--- config.mk ---
export PLATFORM = sky130hd
export DESIGN_NAME = window_watchdog
export DESIGN_NICKNAME = d
export VERILOG_FILES = /design/src/rtl/wdt_pkg.sv /design/src/rtl/wdt_pulse_stretch.sv /design/src/rtl/window_watchdog.sv
export SDC_FILE = /design/constraint.sdc
export NUM_CORES = 1
export LEC_CHECK = 0
export CAP_MARGIN = 20
export CORE_MARGIN = 1
export CORE_UTILIZATION = 58
export DETAILED_ROUTE_END_ITERATION = 12
export DONT_BUFFER_PORTS = 1
export PLACE_DENSITY = 0.76
export SLEW_MARGIN = 10
export SYNTH_ARGS = -nofsm -noshare
export SYNTH_HDL_FRONTEND = slang
export SYNTH_SLANG_ARGS = --single-unit
--- constraint.sdc ---
create_clock -name clk -period 3.38 [get_ports clk]
set_input_delay 1.014 -clock clk [delete_from_list [all_inputs] [get_ports clk]]
set_output_delay 1.014 -clock clk [all_outputs]
set_load 0.05 [all_outputs]
--- src/rtl/wdt_pkg.sv ---
// wdt_pkg: shared definitions for the window watchdog.
//   wdt_state_e        - FSM state encoding, also exported on state_o
//   WDT_CNT_W_DEF      - default width of the timeout counter and thresholds
//   WDT_RST_PULSE_DEF  - default bite pulse length in clk cycles
package wdt_pkg;

  typedef enum logic [1:0] {
    ST_IDLE   = 2'd0,
    ST_CLOSED = 2'd1,
    ST_OPEN   = 2'd2,
    ST_BITE   = 2'd3
  } wdt_state_e;

  localparam int unsigned WDT_CNT_W_DEF     = 16;
  localparam int unsigned WDT_RST_PULSE_DEF = 8;

endpackage

--- src/rtl/wdt_pulse_stretch.sv ---
// wdt_pulse_stretch: turns a one-cycle start strobe into a registered
// RST_PULSE-cycle pulse.
//   clk, rst  - clock, asynchronous active-high reset
//   start_i   - one-cycle strobe; pulse_o rises on the same edge
//   pulse_o   - registered pulse, high for exactly RST_PULSE cycles
//   done_o    - high during the last pulse cycle (from registers only)
module wdt_pulse_stretch
  import wdt_pkg::*;
#(
  parameter int unsigned RST_PULSE = WDT_RST_PULSE_DEF
) (
  input  logic clk,
  input  logic rst,
  input  logic start_i,
  output logic pulse_o,
  output logic done_o
);

  // Remaining cycles after the current one; pulse ends when it reaches zero.
  localparam logic [7:0] LOAD = 8'(RST_PULSE - 1);

  logic [7:0] left_q, left_d;
  logic       pulse_q, pulse_d;

  always_comb begin
    left_d  = left_q;
    pulse_d = pulse_q;
    if (start_i) begin
      pulse_d = 1'b1;
      left_d  = LOAD;
    end else if (pulse_q) begin
      if (left_q == '0) begin
        pulse_d = 1'b0;
      end else begin
        left_d = left_q - 8'd1;
      end
    end
  end

  always_ff @(posedge clk or posedge rst) begin
    if (rst) begin
      left_q  <= '0;
      pulse_q <= 1'b0;
    end else begin
      left_q  <= left_d;
      pulse_q <= pulse_d;
    end
  end

  assign pulse_o = pulse_q;
  assign done_o  = pulse_q && (left_q == '0);

endmodule

--- src/rtl/window_watchdog.sv ---
// window_watchdog: windowed watchdog timer.
//   clk, rst    - clock, asynchronous active-high reset
//   en          - watchdog enable
//   kick        - service pulse, sampled every cycle
//   timeout_i   - cycles allowed between kicks (0 treated as 1)
//   window_i    - closed-window length; a kick inside it is early
//   warn_i      - early-warning threshold on the counter
//   wd_rst_o    - registered bite pulse, RST_PULSE cycles long
//   warn_o      - registered warning level
//   early_o     - sticky: last bite was caused by an early kick
//   state_o     - current state (IDLE=0, CLOSED=1, OPEN=2, BITE=3)
//   bite_cnt_o  - saturating bite counter
module window_watchdog
  import wdt_pkg::*;
#(
  parameter int unsigned CNT_W     = WDT_CNT_W_DEF,
  parameter int unsigned RST_PULSE = WDT_RST_PULSE_DEF,
  parameter bit          WINDOW_EN = 1'b1
) (
  input  logic             clk,
  input  logic             rst,
  input  logic             en,
  input  logic             kick,
  input  logic [CNT_W-1:0] timeout_i,
  input  logic [CNT_W-1:0] window_i,
  input  logic [CNT_W-1:0] warn_i,
  output logic             wd_rst_o,
  output logic             warn_o,
  output logic             early_o,
  output logic [1:0]       state_o,
  output logic [7:0]       bite_cnt_o
);

  wdt_state_e       state_q, state_d;
  logic [CNT_W-1:0] cnt_q, cnt_d;
  logic [CNT_W-1:0] tmo_q, tmo_d, win_q, win_d, warn_q, warn_d;
  logic [CNT_W-1:0] tmo_ld, win_ld;
  logic             warn_lvl_q, warn_lvl_d;
  logic             early_q, early_d;
  logic [7:0]       bite_cnt_q, bite_cnt_d;
  logic             reload, at_tmo, at_win;
  logic             bite_start, pulse_done;

  // Clamped threshold values captured on every entry to CLOSED.
  always_comb begin
    tmo_ld = (timeout_i == '0) ? CNT_W'(1) : timeout_i;
    win_ld = (window_i >= tmo_ld) ? '0 : window_i;
  end

  always_comb begin
    state_d = state_q;
    cnt_d   = cnt_q;
    early_d = early_q;
    reload  = 1'b0;
    at_tmo  = (cnt_q == tmo_q - CNT_W'(1));
    at_win  = (win_q == '0) || (cnt_q == win_q - CNT_W'(1));
    case (state_q)
      ST_IDLE: begin
        cnt_d = '0;
        if (en) begin
          reload  = 1'b1;
          state_d = ST_CLOSED;
        end
      end
      ST_CLOSED, ST_OPEN: begin
        // Priority: disable, kick, timeout, then count. Timeout is checked
        // before the increment, so the counter can never wrap.
        if (!en) begin
          state_d = ST_IDLE;
          cnt_d   = '0;
        end else if (kick && WINDOW_EN && (state_q == ST_CLOSED)) begin
          state_d = ST_BITE;
          cnt_d   = '0;
          early_d = 1'b1;
        end else if (kick) begin
          reload  = 1'b1;
          state_d = ST_CLOSED;
          cnt_d   = '0;
        end else if (at_tmo) begin
          state_d = ST_BITE;
          cnt_d   = '0;
          early_d = 1'b0;
        end else begin
          cnt_d = cnt_q + CNT_W'(1);
          if (state_q == ST_CLOSED && at_win) begin
            state_d = ST_OPEN;
          end
        end
      end
      ST_BITE: begin
        cnt_d = '0;
        if (pulse_done) begin
          if (en) begin
            reload  = 1'b1;
            state_d = ST_CLOSED;
          end else begin
            state_d = ST_IDLE;
          end
        end
      end
      default: state_d = ST_IDLE;
    endcase
  end

  always_comb begin
    tmo_d      = reload ? tmo_ld : tmo_q;
    win_d      = reload ? win_ld : win_q;
    warn_d     = reload ? warn_i : warn_q;
    bite_start = (state_q != ST_BITE) && (state_d == ST_BITE);
    bite_cnt_d = (bite_start && (bite_cnt_q != 8'hFF)) ? bite_cnt_q + 8'd1 : bite_cnt_q;
    // Computed from next-state values so warn_o stays a pure register.
    warn_lvl_d = ((state_d == ST_CLOSED) || (state_d == ST_OPEN)) && (cnt_d >= warn_d);
  end

  always_ff @(posedge clk or posedge rst) begin
    if (rst) begin
      state_q    <= ST_IDLE;
      cnt_q      <= '0;
      tmo_q      <= '0;
      win_q      <= '0;
      warn_q     <= '0;
      warn_lvl_q <= 1'b0;
      early_q    <= 1'b0;
      bite_cnt_q <= '0;
    end else begin
      state_q    <= state_d;
      cnt_q      <= cnt_d;
      tmo_q      <= tmo_d;
      win_q      <= win_d;
      warn_q     <= warn_d;
      warn_lvl_q <= warn_lvl_d;
      early_q    <= early_d;
      bite_cnt_q <= bite_cnt_d;
    end
  end

  wdt_pulse_stretch #(
    .RST_PULSE(RST_PULSE)
  ) u_pulse (
    .clk    (clk),
    .rst    (rst),
    .start_i(bite_start),
    .pulse_o(wd_rst_o),
    .done_o (pulse_done)
  );

  assign warn_o     = warn_lvl_q;
  assign early_o    = early_q;
  assign state_o    = state_q;
  assign bite_cnt_o = bite_cnt_q;

endmodule

==> flow_summary.toml, run 1 <==
[floorplan]
die_height_um = 99.2
start_util_pct = 59.6
ios = 65
dieArea_sq_mm = 0.00984
coreArea_sq_mm = 0.00920
rows = 35
die_w_um = 99.2

[global_routing]
grt_max_degree = 51
grt-ovfl-total = 0
grt_pass1_vias = 4785
grt_antenna_before_repair = 0
grt_pass1_wl_um = 22400
grt_use_total_pct = 29.4

[synthesis]
yosysSeqAreaShare_pct = 38.8
synth-async-reset-ratio_pct = 100
syn-num-nets = 673
avgSynthCellArea_sq_um = 9.45
synth_top_flop_cell = "dfrtp_1"
syn-instance-count = 580
synth_cell_type_count = 66
synth_area_sq_mm = 0.00548
yosys_warnings = 0
ys_ff_latch = 85
synth_edf_count = 0

[min_path]
hold_class = "flop to flop"
hold_end = "warn_q[7]"
hold_depth = 2
holdCritStartpoint = "warn_q[7]"

[setup_path]
criticalPathCategory = "flop to flop"
r2r_end = "bite_cnt_o[3]"
worstRegToRegCells = 15
crit_path_start_kind = "flop"
cp.required_ns = 3.63
arrival_ns = 3.85
r2r-start = "win_q[0]"
r2r_setup_slack_ns = -0.22
crit_path_max_fanout = 5
end_kind = "flop"

[placed_design]
post-place-ws_ns = -0.281
dp.cells = 750
gp_congestion = 0.912
dpl.hpwl_um = 10400
numPortBuffers = 0

[cts]
hold_buffers = 0
cts_buffer_depth = 2
htree_levels = 3
clkTransAtPathRegs_ns = 0.10
cts_buffers = 9
cts_tree = "built"
cts-root-buf = "clkbuf_8"
clkLatencyLatePin_ns = 0.37
cts_sinks = 85

[final_layout]
fill_cells = 670
multi_input_area_sq_mm = 0.00329
fin_nets = 754
syn_to_final_growth_pct = 21.0
antenna_cells = 0
seq_area_sq_mm = 0.00213
final_cells = 777
layout-drive-gt1-share_pct = 23.3

[sta]
fin_ws_ns = -0.220
relSlewSlack_pct = 55.4
layout_min_cycle_time_ns = 3.60
hold_viol_final = 0
post-route-period-util_pct = 107
fmax_mhz = 278
setup_viol = 10
worstMarginPinSlew_ns = 0.669
slew_viol_final = 0
grt_setup_unrepaired = "true"
skew_ns = 0.0105

[route]
viasPerCell = 5.99
routed-via-count = 4652
drt-total-wl_um = 13900
antenna_left = 0
drt_drc_violations_left = 0
drt-pass1-iter-count = 5
wl_per_cell_um = 17.8
initialDrtViolationCount = 261

[status]
outcome = "complete, but fails checks"
violations = "setup timing"

[power_and_ir_drop]
p_leak_uw = 0.00317
ir_drop_uv = 469
p_per_area_mw_per_mm2 = 834
total_power_uw = 5530

[run]
cap_violations = 0
[synth_stat cells (10+ instances only)]
cell | number | share of area [%]
xor2_1 | 27 | 4.3
nor2_1 | 51 | 3.5
clkbuf_1 | 12 | 0.82
nand2_1 | 47 | 3.2
dfrtp_1 | 85 | 39
ha_1 | 41 | 9.4
xnor2_1 | 42 | 6.7
a22o_1 | 15 | 2.4
inv_1 | 44 | 3.0
o21ai_0 | 24 | 2.2
nand3_1 | 21 | 1.9
a21oi_1 | 16 | 1.5
mux2i_1 | 16 | 2.9
nor4_1 | 10 | 1.1
[repair_timing]
action / in CTS / in global routing
gates cloned: 0 / 0
gates resized for setup: 10 / 23
pin swaps: 9 / 10
buffers inserted: 9 / 3
setup endpoints to repair: 9 / 18
[cells by family after synthesis]
family                     synth area share, %
and+or+nand+nor                           20.3
DFF                                       38.8
muxes                                     3.75
adders and majority gates                 9.55
AOI/OAI and AO/OA                         11.6
xor gates and xnor gates                  11.0
buffers and inverters                     4.96
[flip-flops by register name (all words and copies together), names as in the netlist]
name / count
u_pulse.left_q: 8
bite_cnt_o: 8
tmo_q: 16
early_o: 1
u_pulse.pulse_o: 1
win_q: 16
warn_q: 16
cnt_q: 16
warn_o: 1
state_o: 2
[critical path: stages (launching register included)]
cell and delay (ns):
dfrtp_2 0.46, buf_6 0.13, nor4_4 0.39, nand2_1 0.11, o41ai_2 0.30, o2111a_1 0.28, nand4_1 0.11, a2111o_1 0.31
and4b_1 0.21, o31ai_4 0.27, ha_4 0.20, nand2b_4 0.07, nor2_4 0.10, nand4_1 0.19, buf_4 0.24, xnor2_1 0.12
[worst max path at each step]
stage          slack [ns]              start            end
2_1_floorplan       -0.06  u_pulse.left_q[4]         warn_o
4_1_cts             -0.20  u_pulse.left_q[4]         warn_o
3_3_place_gp         -0.1  u_pulse.left_q[4]         warn_o
3_5_place_dp        -0.28           win_q[0]  bite_cnt_o[7]
6_report            -0.22           win_q[0]  bite_cnt_o[3]
5_1_grt             -0.37           win_q[0]  bite_cnt_o[3]
[area by class of cell]
type,instances,share of cell area [%]
clock inverter,6,0.812
multi-input combinational,429,49.7
inverter,44,2.51
sequential,85,32.1
timing repair buffer,92,10.7
tap,111,2.10
clock buffer,10,2.08
[cells in the final DEF (no fill, tap or decap), drive strengths merged, types with 10 or more instances in the layout]
master	Yosys	final
buf	10	92
dfrtp	85	85
nor2	51	51
nand2	47	47
inv	44	45
xnor2	42	42
ha	41	41
xor2	27	27
o21ai	27	27
nand3	22	22
mux2i	16	16
a22o	16	16
a21oi	16	16
nor4	14	14
clkbuf	12	10
[per-layer routing]
metal  track usage (%)  vias up  routed length (um)
li1                  -     2199                   -
met1              35.9     2265                5680
met2              50.3      147                7010
met3              5.97       41                 675
met4              13.5        0                 486
met5                 0        -                   0
[per-stage QoR]
| stage | TNS (ns) | cell area (sq um) | util (%) | hold WS (ns) |
|---|---|---|---|---|
| floorplan | -0.0551 | 5550 | - | 0.456 |
| global placement | -0.636 | 6210 | 67.5 | 0.475 |
| detailed placement | -3.44 | 6210 | 67.5 | 0.478 |
| CTS | -1.23 | 6510 | 70.8 | 0.502 |
| global route | -2.97 | 6630 | 72.1 | 0.528 |
| finish | -1.11 | 6630 | 72.1 | 0.500 |
[report_power, final]
| group | switching, uW | internal (uW) | leakage [uW] |
|---|---|---|---|
| Sequential | 416 | 1380 | 0.00107 |
| Combinational | 1530 | 1500 | 0.00201 |
| Clock | 410 | 298 | 0.0000886 |
| Total | 2360 | 3170 | 0.00317 |
Power figures use the tool's default switching activity.
==> inputs of run 2 (changes only) <==
Settings changed: CORE_UTILIZATION 58 to 60, CTS_BUF_LIST set to sky130_fd_sc_hd__clkbuf_8, PLACE_DENSITY 0.76 to 0.79.
==> run 2 against run 1 <==
- sequential cell count is the same
- count of clock-buffer cells in the layout is the same
- global-route usage shrank 0.20 points
- combinational power shrank 2%
- the run still ends with setup timing left
- largest power group unchanged
- cell count shrank 1.0%
==> flow_summary.toml, run 2 (synthesis results as in run 1) <==
[setup_path]
cp.required_ns = 3.66
crit_path_start_kind = "flop"
crit_path_max_fanout = 3
slowest_delay_ns = 0.40
arrival_ns = 3.86
crit_slowest_cell = "dfrtp_1"
end_kind = "flop"
criticalPathCategory = "flop to flop"
crit_chain = "inv_1, ha_2, nor3b_4, nand2_1, or3_1, xnor2_1, nand4_1, a2111o_1, buf_4, a32o_1, a2bb2oi_2, ha_2, o21a_1, nand3_1, o31ai_1"
cpMostUsedCell = "ha_2"

[final_layout]
fin_nets = 749
antenna_cells = 0
final_area_sq_mm = 0.00661
seq_area_sq_mm = 0.00213
layout-drive-gt1-share_pct = 22.4
final_cell_mix = "85 x dfrtp_1, 84 x buf_4, 47 x nor2_1"
final_common_cell = "dfrtp_1"
syn_to_final_growth_pct = 20.6
final_util_pct = 75.4
fill_cells = 597
multi_input_area_sq_mm = 0.00331

[sta]
slew_viol_final = 0
layout_min_cycle_time_ns = 3.58
skew_ns = 0.0121
grt_setup_unrepaired = "true"
hold_viol_final = 0
setup_viol = 10
relSlewSlack_pct = 56.8
fmax_mhz = 279
post-route-period-util_pct = 106
fin_ws_ns = -0.199
worstMarginPinSlew_ns = 0.648

[route]
wl_per_cell_um = 17.9
drt_drc_violations_left = 0
drt-total-wl_um = 13800
initialDrtViolationCount = 269
routed-via-count = 4580
drt-pass1-iter-count = 5
antenna_left = 0
viasPerCell = 5.96

[cts]
cts_buffer_depth = 2
hold_buffers = 0
clkLatencyLatePin_ns = 0.37
cts_tree = "built"
clkTransAtPathRegs_ns = 0.10
cts_buffers = 9
cts_sinks = 85
cts-root-buf = "clkbuf_8"
htree_levels = 3

[status]
outcome = "complete, but fails checks"
violations = "setup timing"

[floorplan]
ios = 65
rows = 34
dieArea_sq_mm = 0.00952
coreArea_sq_mm = 0.00876
start_util_pct = 62.5
die_w_um = 97.6
die_height_um = 97.6

[global_routing]
grt_use_total_pct = 29.2
grt_antenna_before_repair = 0
grt_pass1_vias = 4610
grt_pass1_wl_um = 22000
grt-ovfl-total = 0
grt_max_degree = 51

[min_path]
hold_class = "flop to flop"

[power_and_ir_drop]
ir_drop_uv = 451
p_per_area_mw_per_mm2 = 829
total_power_uw = 5480
p_leak_uw = 0.00314

[placed_design]
gp_congestion = 0.961
place_area_sq_mm = 0.00621
dpl.hpwl_um = 10300
numPortBuffers = 0

[run]
cap_violations = 0
-- run 2: cell types whose count changed in the layout (fill, tap and decap cells not counted), sizes merged --
cell	previous run	this run
clkinvlp	3	2
clkinv	2	3
buf	92	87
-- run 2: final cells by class --
class / instances / area share, %
inverters: 44 / 2.52
multi-input cells: 429 / 50.2
clock inverters: 6 / 0.833
repair buffers: 87 / 10.2
well taps: 108 / 2.04
clock buffers: 10 / 2.08
flip-flops and latches: 85 / 32.2
-- run 2: worst max-delay path: cells and delay by family, from the launching register on --
family,cells,cell delay [ns]
flip-flops,1,0.40
buffers and inverters,2,0.23
AND/OR/NAND/NOR,5,0.98
XOR/XNOR,1,0.20
adder cells (fa/ha/maj),2,0.54
AO/OA/AOI/OAI,5,1.13
-- run 2: what timing repair did --
action	CTS	global route
setup buffers	6	2
pin swaps	10	10
resized for setup	2	27
endpoints found under the setup margin	9	18
-- run 2: metal layers --
layer / global-route usage (%) / routed length [um]
met1: 36.5 / 5730
met2: 49.8 / 7060
met3: 4.60 / 644
met4: 12.9 / 347
met5: 0 / 0
-- run 2: power breakdown --
part / switching, uW / internal [uW]
Clock: 404 / 300
Combinational: 1510 / 1450
Sequential: 433 / 1380
Total: 2350 / 3130
-- run 2: final timing paths --
check / startpoint / end / slack (ns) / depth (start not counted)
setup / recovery: win_q[0] / warn_o / -0.20 / 15
hold / removal: warn_q[1] / warn_q[1] / 0.50 / 2
setup reg to reg: win_q[0] / warn_o / -0.20 / 15
hold reg to reg: warn_q[1] / warn_q[1] / 0.50 / 2
max in group asynchronous: rst / win_q[6] / 2.11 / 2
min in group asynchronous: rst / bite_cnt_o[3] / 0.58 / 1
-- run 2: stage by stage --
stage / setup TNS, ns / hold slack (ns) / instances / setup WS (ns)
floorplan: -0.0551 / 0.456 / 580 / -0.0551
global placement: -1.02 / 0.475 / 746 / -0.0581
detailed placement: -4.01 / 0.481 / 746 / -0.262
CTS: -1.54 / 0.509 / 768 / -0.237
global route: -2.89 / 0.521 / 769 / -0.364
finish: -1.04 / 0.499 / 769 / -0.199
